File: src/rtl/corr_window_acc.sv
// Purpose: sliding-window complex correlator gamma[k] = sum over last WIN_LEN samples of r[k]*conj(r[k-N]).
// Latency: 3 cycles from an accepted in_valid to out_valid plus the matching gamma; one sample per cycle.
// Backpressure: none; a valid bit travels with the data and idle cycles simply hold the window state.
//
// Ports: clk, rst_n (async active-low), clear (sync flush), in_valid, rk_re/rk_im = r[k],
//        rkn_re/rkn_im = r[k-N], out_valid, win_full, gamma_re/gamma_im.
// Build option: define CORR_SAT_EN to saturate both OUT_W reductions; otherwise they wrap.
module corr_window_acc #(
    parameter int IN_W     = 8,
    parameter int IN_FRAC  = 6,
    parameter int OUT_W    = 14,
    parameter int OUT_FRAC = 8,
    parameter int WIN_LEN  = 16
) (
    input  logic                    clk,
    input  logic                    rst_n,
    input  logic                    clear,
    input  logic                    in_valid,
    input  logic signed [IN_W-1:0]  rk_re,
    input  logic signed [IN_W-1:0]  rk_im,
    input  logic signed [IN_W-1:0]  rkn_re,
    input  logic signed [IN_W-1:0]  rkn_im,
    output logic                    out_valid,
    output logic                    win_full,
    output logic signed [OUT_W-1:0] gamma_re,
    output logic signed [OUT_W-1:0] gamma_im
);
    localparam int PROD_W = 2 * IN_W;
    localparam int SUM_W  = 2 * IN_W + 1;
    localparam int SH     = 2 * IN_FRAC - OUT_FRAC;
    localparam int ACC_W  = OUT_W + $clog2(WIN_LEN);
    localparam int RED_W  = (SUM_W > ACC_W) ? SUM_W : ACC_W;
    localparam int PTR_W  = $clog2(WIN_LEN);
    localparam int CNT_W  = $clog2(WIN_LEN + 1);

    // Shared OUT_W reduction for the S2 product and the accumulator output.
    function automatic logic signed [OUT_W-1:0] reduce(input logic signed [RED_W-1:0] v);
`ifdef CORR_SAT_EN
        logic signed [RED_W-1:0] hi;
        logic signed [RED_W-1:0] lo;
        hi = {{(RED_W-OUT_W+1){1'b0}}, {(OUT_W-1){1'b1}}};
        lo = ~hi;
        if (v > hi)
            reduce = hi[OUT_W-1:0];
        else if (v < lo)
            reduce = lo[OUT_W-1:0];
        else
            reduce = v[OUT_W-1:0];
`else
        reduce = v[OUT_W-1:0];
`endif
    endfunction

    // ---------------- S1: full-precision partial products ----------------
    logic signed [PROD_W-1:0] a_x, b_x, c_x, d_x;
    logic signed [PROD_W-1:0] p_ac, p_bd, p_bc, p_ad;
    logic                     v1;

    assign a_x = PROD_W'(rk_re);
    assign b_x = PROD_W'(rk_im);
    assign c_x = PROD_W'(rkn_re);
    assign d_x = PROD_W'(rkn_im);

    always_ff @(posedge clk or negedge rst_n) begin
        if (!rst_n) begin
            v1 <= 1'b0; p_ac <= '0; p_bd <= '0; p_bc <= '0; p_ad <= '0;
        end else if (clear) begin
            v1 <= 1'b0; p_ac <= '0; p_bd <= '0; p_bc <= '0; p_ad <= '0;
        end else begin
            v1 <= in_valid;
            if (in_valid) begin
                p_ac <= a_x * c_x;
                p_bd <= b_x * d_x;
                p_bc <= b_x * c_x;
                p_ad <= a_x * d_x;
            end
        end
    end

    // ---------------- S2: conj multiply sum, floor shift, reduce ----------------
    logic signed [SUM_W-1:0] re_sh, im_sh;
    logic signed [OUT_W-1:0] s2_re, s2_im;
    logic                    v2;

    assign re_sh = (SUM_W'(p_ac) + SUM_W'(p_bd)) >>> SH;
    assign im_sh = (SUM_W'(p_bc) - SUM_W'(p_ad)) >>> SH;

    always_ff @(posedge clk or negedge rst_n) begin
        if (!rst_n) begin
            v2 <= 1'b0; s2_re <= '0; s2_im <= '0;
        end else if (clear) begin
            v2 <= 1'b0; s2_re <= '0; s2_im <= '0;
        end else begin
            v2 <= v1;
            if (v1) begin
                s2_re <= reduce(RED_W'(re_sh));
                s2_im <= reduce(RED_W'(im_sh));
            end
        end
    end

    // ---------------- S3: circular window and running sum ----------------
    // Slots start at zero, so the running sum during fill is the partial sum.
    logic signed [OUT_W-1:0] slot_re [WIN_LEN];
    logic signed [OUT_W-1:0] slot_im [WIN_LEN];
    logic signed [ACC_W-1:0] acc_re, acc_im;
    logic [PTR_W-1:0]        wr_ptr;
    logic [CNT_W-1:0]        cnt;
    logic                    v3;

    always_ff @(posedge clk or negedge rst_n) begin
        if (!rst_n) begin
            for (int i = 0; i < WIN_LEN; i++) begin
                slot_re[i] <= '0;
                slot_im[i] <= '0;
            end
            acc_re <= '0; acc_im <= '0; wr_ptr <= '0; cnt <= '0; v3 <= 1'b0;
        end else if (clear) begin
            for (int i = 0; i < WIN_LEN; i++) begin
                slot_re[i] <= '0;
                slot_im[i] <= '0;
            end
            acc_re <= '0; acc_im <= '0; wr_ptr <= '0; cnt <= '0; v3 <= 1'b0;
        end else begin
            v3 <= v2;
            if (v2) begin
                // The slot being overwritten holds the sample leaving the window.
                acc_re          <= acc_re + ACC_W'(s2_re) - ACC_W'(slot_re[wr_ptr]);
                acc_im          <= acc_im + ACC_W'(s2_im) - ACC_W'(slot_im[wr_ptr]);
                slot_re[wr_ptr] <= s2_re;
                slot_im[wr_ptr] <= s2_im;
                wr_ptr          <= (wr_ptr == PTR_W'(WIN_LEN - 1)) ? '0 : wr_ptr + 1'b1;
                if (cnt != CNT_W'(WIN_LEN))
                    cnt <= cnt + 1'b1;
            end
        end
    end

    // ---------------- Output register ----------------
    always_ff @(posedge clk or negedge rst_n) begin
        if (!rst_n) begin
            out_valid <= 1'b0; win_full <= 1'b0; gamma_re <= '0; gamma_im <= '0;
        end else if (clear) begin
            out_valid <= 1'b0; win_full <= 1'b0; gamma_re <= '0; gamma_im <= '0;
        end else begin
            out_valid <= v3;
            if (v3) begin
                gamma_re <= reduce(RED_W'(acc_re));
                gamma_im <= reduce(RED_W'(acc_im));
                win_full <= (cnt == CNT_W'(WIN_LEN));
            end
        end
    end
endmodule

File: config.mk
export PLATFORM = sky130hd
export DESIGN_NAME = corr_window_acc
export DESIGN_NICKNAME = d
export VERILOG_FILES = /design/src/rtl/corr_window_acc.sv
export SDC_FILE = /design/constraint.sdc
export NUM_CORES = 2
export LEC_CHECK = 0
export ABC_AREA = 1
export CAP_MARGIN = 15
export CORE_MARGIN = 2
export CORE_UTILIZATION = 35
export DETAILED_ROUTE_END_ITERATION = 8
export PLACE_DENSITY = 0.58
export SLEW_MARGIN = 40
export SYNTH_ARGS = -nofsm -noshare
export SYNTH_HDL_FRONTEND = slang
export SYNTH_SLANG_ARGS = --single-unit
File: constraint.sdc
create_clock -name clk -period 5.3 [get_ports clk]
set_clock_uncertainty 0.15 [all_clocks]
set_input_delay 1.06 -clock clk [delete_from_list [all_inputs] [get_ports clk]]
set_output_delay 1.06 -clock clk [all_outputs]
set_load 0.05 [all_outputs]
Word level (Yosys, flattened, before mapping)
Cells that the tools add are included.
Operators by class
  add/sub/neg operators: 8
  multipliers: 4
  div/mod/pow operators: 0
  magnitude comparators: 2
  equality and inequality tests: 3
  shifts and indexed selects: 0
  mux-type cells: 46
  bitwise logic cells: 1
  reductions and logical operators: 7
Operators with widths (number)
  224-bit 2-to-1 mux: 4
  224-bit bitwise mux: 2
  14-bit 2-to-1 mux: 13
  16-bit 2-to-1 mux: 8
  14-bit binary-select mux with 4-bit select: 2
  18-bit 2-to-1 mux: 4
  8-bit by 8-bit multiplier with 16-bit output: 4
  14-bit demux with 4-bit select: 1
  18-bit by 14-bit adder with 18-bit output: 2
  18-bit by 14-bit subtractor with 18-bit output: 2
  16-bit by 16-bit adder with 17-bit output: 1
  16-bit by 16-bit subtractor with 17-bit output: 1
  5-bit 2-to-1 mux: 3
  4-bit 2-to-1 mux: 3
  2-bit nonzero test: 5
  1-bit 2-to-1 mux: 6
  5-bit by 1-bit adder with 5-bit output, second input constant: 1
  5-bit equality test, second input constant: 1
  5-bit greater-or-equal comparator, second input constant: 1
  5-bit by 1-bit less-than comparator with 1-bit output, second input constant: 1
  5-bit != test, second input constant: 1
  4-bit inverter with 5-bit output: 1
  4-bit by 1-bit adder with 4-bit output, second input constant: 1
  4-bit equality test, second input constant: 1
  2 further kinds: 2
Storage, ports and cells
  register bits after elaboration: 618
  latch bits: 0
  memory bits (writable): 0
  memory bits (read-only): 0
  bits of input ports: 36
  output and inout port bits: 30
  logic and storage cells: 120
  memories kept: 0

Logic depth before layout (Yosys ltp)
  depth in word-level cells: 8
  depth in mapped cells: 24
  mapped depth without buffers: 22

Worst setup path before layout
OpenSTA, ideal clock, no wires.
  path kind: in2reg
  start point: input rk_im[6]
  end point: register p_bc[10]
  setup time: 0.083 ns
  arrival time: 4.869 ns
  data required time: 5.067 ns
  setup slack: 0.199 ns
  stages: 18
  path buffers: 2
  path through: clkbuf_1 > clkbuf_1 > nand2_1 > fa_1 > fa_1 > inv_1 > fa_1 > inv_1 > fa_1 > inv_1 > ha_1 > nand2_1 > nand2_1 > or2_2 > a21o_1 > nand2_1 > nand2_1 > o21ai_0
On the way
  word-level cells in the longest chain between the ends: 3
RTL lines
  start: declaration: line 20  | input logic signed [IN_W-1:0] rk_im,
  8-bit by 8-bit multiplier with 16-bit output: line 74  | p_bc <= b_x * c_x;
  16-bit 2-to-1 mux: line 71  | if (in_valid) begin
  16-bit 2-to-1 mux: line 67  | end else if (clear) begin
  end signal: assignment: line 74
  end: declaration: line 56  | logic signed [PROD_W-1:0] p_ac, p_bd, p_bc, p_ad;
No other way between the ends. The select of a mux whose other input is x is not followed.
A chain may end at the register's enable or synchronous reset.

Worst setup path after layout
  start point: input rk_im[5]
  end point: register p_bc[10]
The elaborated chain is that of the path after synthesis.

==> metrics.md <==
| Metric | Value |
|---|---|
| Worst slew margin | 0.424 |
| Vias per cell | 5.09 |
| Bufs and invs on worst path | 7 |
| Yosys reg bits | 576 |
| Fin nets | 5501 |
| ANT nets after route | 0 |
| Global-route wire length before repair | 191000 um |
| Most frequent CP cell | inv_1 |
| Seq/Total Area, Yosys | 0.369 |
| Register area | 14400 um2 |
| Worst min path class | in2async |
| Mapped Area | 39100 um2 |
| Worst-path clk slew | 0.06 ns |
| DPL Wire Length | 80500 um |
| Port Buf Inserts | 65 |
| WL final | 121000 um |
| Root buffer cell | clkbuf_16 |
| Area grow syn2layout | 14.9% |
| Fmax | 203 MHz |
| Unrepaired setup endpoints after global routing | false |
| Ys async rst share | 1.00 |
| Core area | 111000 um2 |
| Maximum vdd ir drop | 0.000214 V |
| Number of synthesized flops with an enable pin | 0 |
| Slowest stage cell, crit path | fa_1 |
| Largest net degree at the start of global routing | 107 |
| Worst EP required | 5.67 ns |
| CP startpoint kind | primary input |
| IO Count | 66 |
| Worst-skew pair later-pin latency | 0.63 ns |
| Vias in the first global route | 32600 |
| Initial core utilization | 0.353 |
| Site row count | 122 |
| Leakage | 22.4 nW |
| Post-CTS Setup Bufs | 0 |
| Max incr delay on CP | 0.54 ns |
| CTS Buf Count | 68 |
| Average instance area after synthesis | 7.93 um2 |
| Multi-input gate area | 20000 um2 |
| WS Path Type | in2reg |
| Critical Path End Type | register |
| Status | complete, no violations |
| Die X | 338 um |
| GRT Util Overall | 0.210 |
| Routed via count | 33500 |
| R2R Setup Slk | 0.94 ns |
| Final setup violation count | 0 |
| Fill cells | 11500 |
| Count of final hold-check violations | 0 |
| Top delay family on crit path | adder cells |
| GR Overflow Total | 0 |
| Critical Path Fanout Max | 8 |
| Worst Path Arrival | 5.31 ns |
| Ys Warns | 0 |
| H-tree depth | 3 |
| Max-Cap Viols | 0 |
| Total power density per cell area | 433 nW/um2 |
| CTS tree | built |
| Drt pass-1 iters | 5 |
| Synth Flop Type | dfrtp_1 |
| Setup ws final | 0.364 ns |
| CP Cell Sequence | clkdlybuf4s50_1, buf_4, nand2_1, inv_1, fa_1, inv_1, fa_1, inv_1, fa_1, inv_1, fa_1, inv_1, ha_1, nand2_1, a21oi_1, or2_2, a21o_1, nand2_1, nand2_1, o21ai_0 |
| Clock sinks | 576 |
| Pre-CTS WS | -0.237 ns |
| Final GP Congestion | 0.877 |
| 1st-iter DRT viols | 2946 |
| Layout cells sized above 1 | 0.0773 |
| Synth cell types | 36 |
| Cts hold-fix bufs | 0 |
| DRC viols | 0 |
| Die height | 338 um |
| Initial antenna violation count | 2 |
| Layout Utilization | 0.406 |
| Worst-Margin Slew | 0.864 ns |
| Period Utilization, post-route | 0.931 |
| Minimum clock period | 4.94 ns |
| Mapped Nets | 5398 |
| CTS Buffer Depth | 3 |
| Per-cell routed wire length | 18.4 um |
| Post-CTS sizing | 0 |
| Max Slew Vio Count | 0 |
| Ant. Diodes | 0 |
| Die area | 114000 um2 |
| Cell count after synthesis | 4934 |
cell families after synthesis:
family | count (synthesis) | share of synthesized area
AOI/OAI and AO/OA | 1196 | 0.163
xor gates and xnor gates | 25 | 0.00560
adders and majority gates | 428 | 0.184
buffers and inverters | 1242 | 0.123
DFF | 576 | 0.369
and+or+nand+nor | 1467 | 0.155
area by class of cell:
| type | count | share of cell area |
|---|---|---|
| Multi-Input combinational cell | 3116 | 0.444 |
| Sequential cell | 576 | 0.321 |
| Clock inverter | 21 | 0.00518 |
| Timing Repair Buffer | 308 | 0.0638 |
| Clock buffer | 97 | 0.0437 |
| Inverter | 967 | 0.0811 |
| Tap cell | 1488 | 0.0414 |
metal layers:
metal	global-route usage	part of all wire	vias to the layer above
li1	-	-	16000
met1	0.294	0.45	16100
met2	0.333	0.45	1166
met3	0.0340	0.070	210
met4	0.0669	0.031	4
met5	0	0.00019	-
layout by cell type, fill, tap and decap left out, types with 69 or more instances in the layout:
cell and count:
clkbuf_16 69, inv_1 948, o22ai_1 221, fa_1 246, nand3_1 285, nand2_1 924, o21ai_0 577, buf_4 213
ha_1 182, nor2_1 172, a21oi_1 339, dfrtp_1 574
cell usage after synthesis (6+ instances only):
cell type / number / share of area
a21o_1: 10 / 0.0019
a21oi_1: 339 / 0.043
a22o_1: 14 / 0.0031
buf_1: 27 / 0.0026
buf_2: 59 / 0.0076
buf_4: 17 / 0.0033
clkbuf_1: 172 / 0.017
dfrtp_1: 576 / 0.37
fa_1: 246 / 0.13
ha_1: 182 / 0.058
inv_1: 952 / 0.091
inv_2: 10 / 0.00096
nand2_1: 927 / 0.089
nand2_2: 12 / 0.0019
nand3_1: 285 / 0.036
nand3b_1: 6 / 0.0012
nand4_1: 39 / 0.0062
nor2_1: 174 / 0.017
nor4_1: 7 / 0.0011
o21ai_0: 577 / 0.074
o21ai_1: 15 / 0.0019
o22ai_1: 221 / 0.035
or2_2: 6 / 0.00096
xnor2_1: 13 / 0.0029
xor2_1: 12 / 0.0027
per-stage QoR:
| stage | hold WS [ns] | std cells | power [mW] | TNS, ns | instance area, um2 |
|---|---|---|---|---|---|
| after floorplan | 0.298 | 4934 | 11.6 | 0 | 39100 |
| after global placement | 0.311 | 6453 | 14.7 | -3.15 | 42700 |
| after detailed placement | 0.317 | 6454 | 14.8 | -3.71 | 42700 |
| after CTS | 0.332 | 6572 | 19.5 | 0 | 44900 |
| after global routing | 0.146 | 6573 | 21.2 | 0 | 44900 |
| final | 0.139 | 6573 | 19.5 | 0 | 44900 |
final timing paths:
path,to,depth (start not counted),from
min in group clk,slot_re[7],2,slot_re[7]
hold / removal,slot_im[134],1,rst_n
setup reg to reg,acc_im[13],16,wr_ptr[0]
hold reg to reg,slot_re[7],2,slot_re[7]
setup / recovery,p_bc[10],20,rk_im[5]
max in group asynchronous,p_ad[3],3,rst_n
state kept, by name, indices dropped and copies added, names as in the netlist, 4 cells and up:
signal and cells:
cnt 5, s2_im 13, acc_im 14, p_ad 16
slot_im 208, p_ac 16, p_bd 16, slot_re 208
s2_re 13, gamma_re 14, acc_re 14, wr_ptr 4
p_bc 16, gamma_im 14
power breakdown:
part	internal [mW]	switching [mW]
combinational	3.80	6.15
clock	2.73	1.94
sequential	4.65	0.177
total	11.2	8.26
Power figures use the tool's default switching activity.
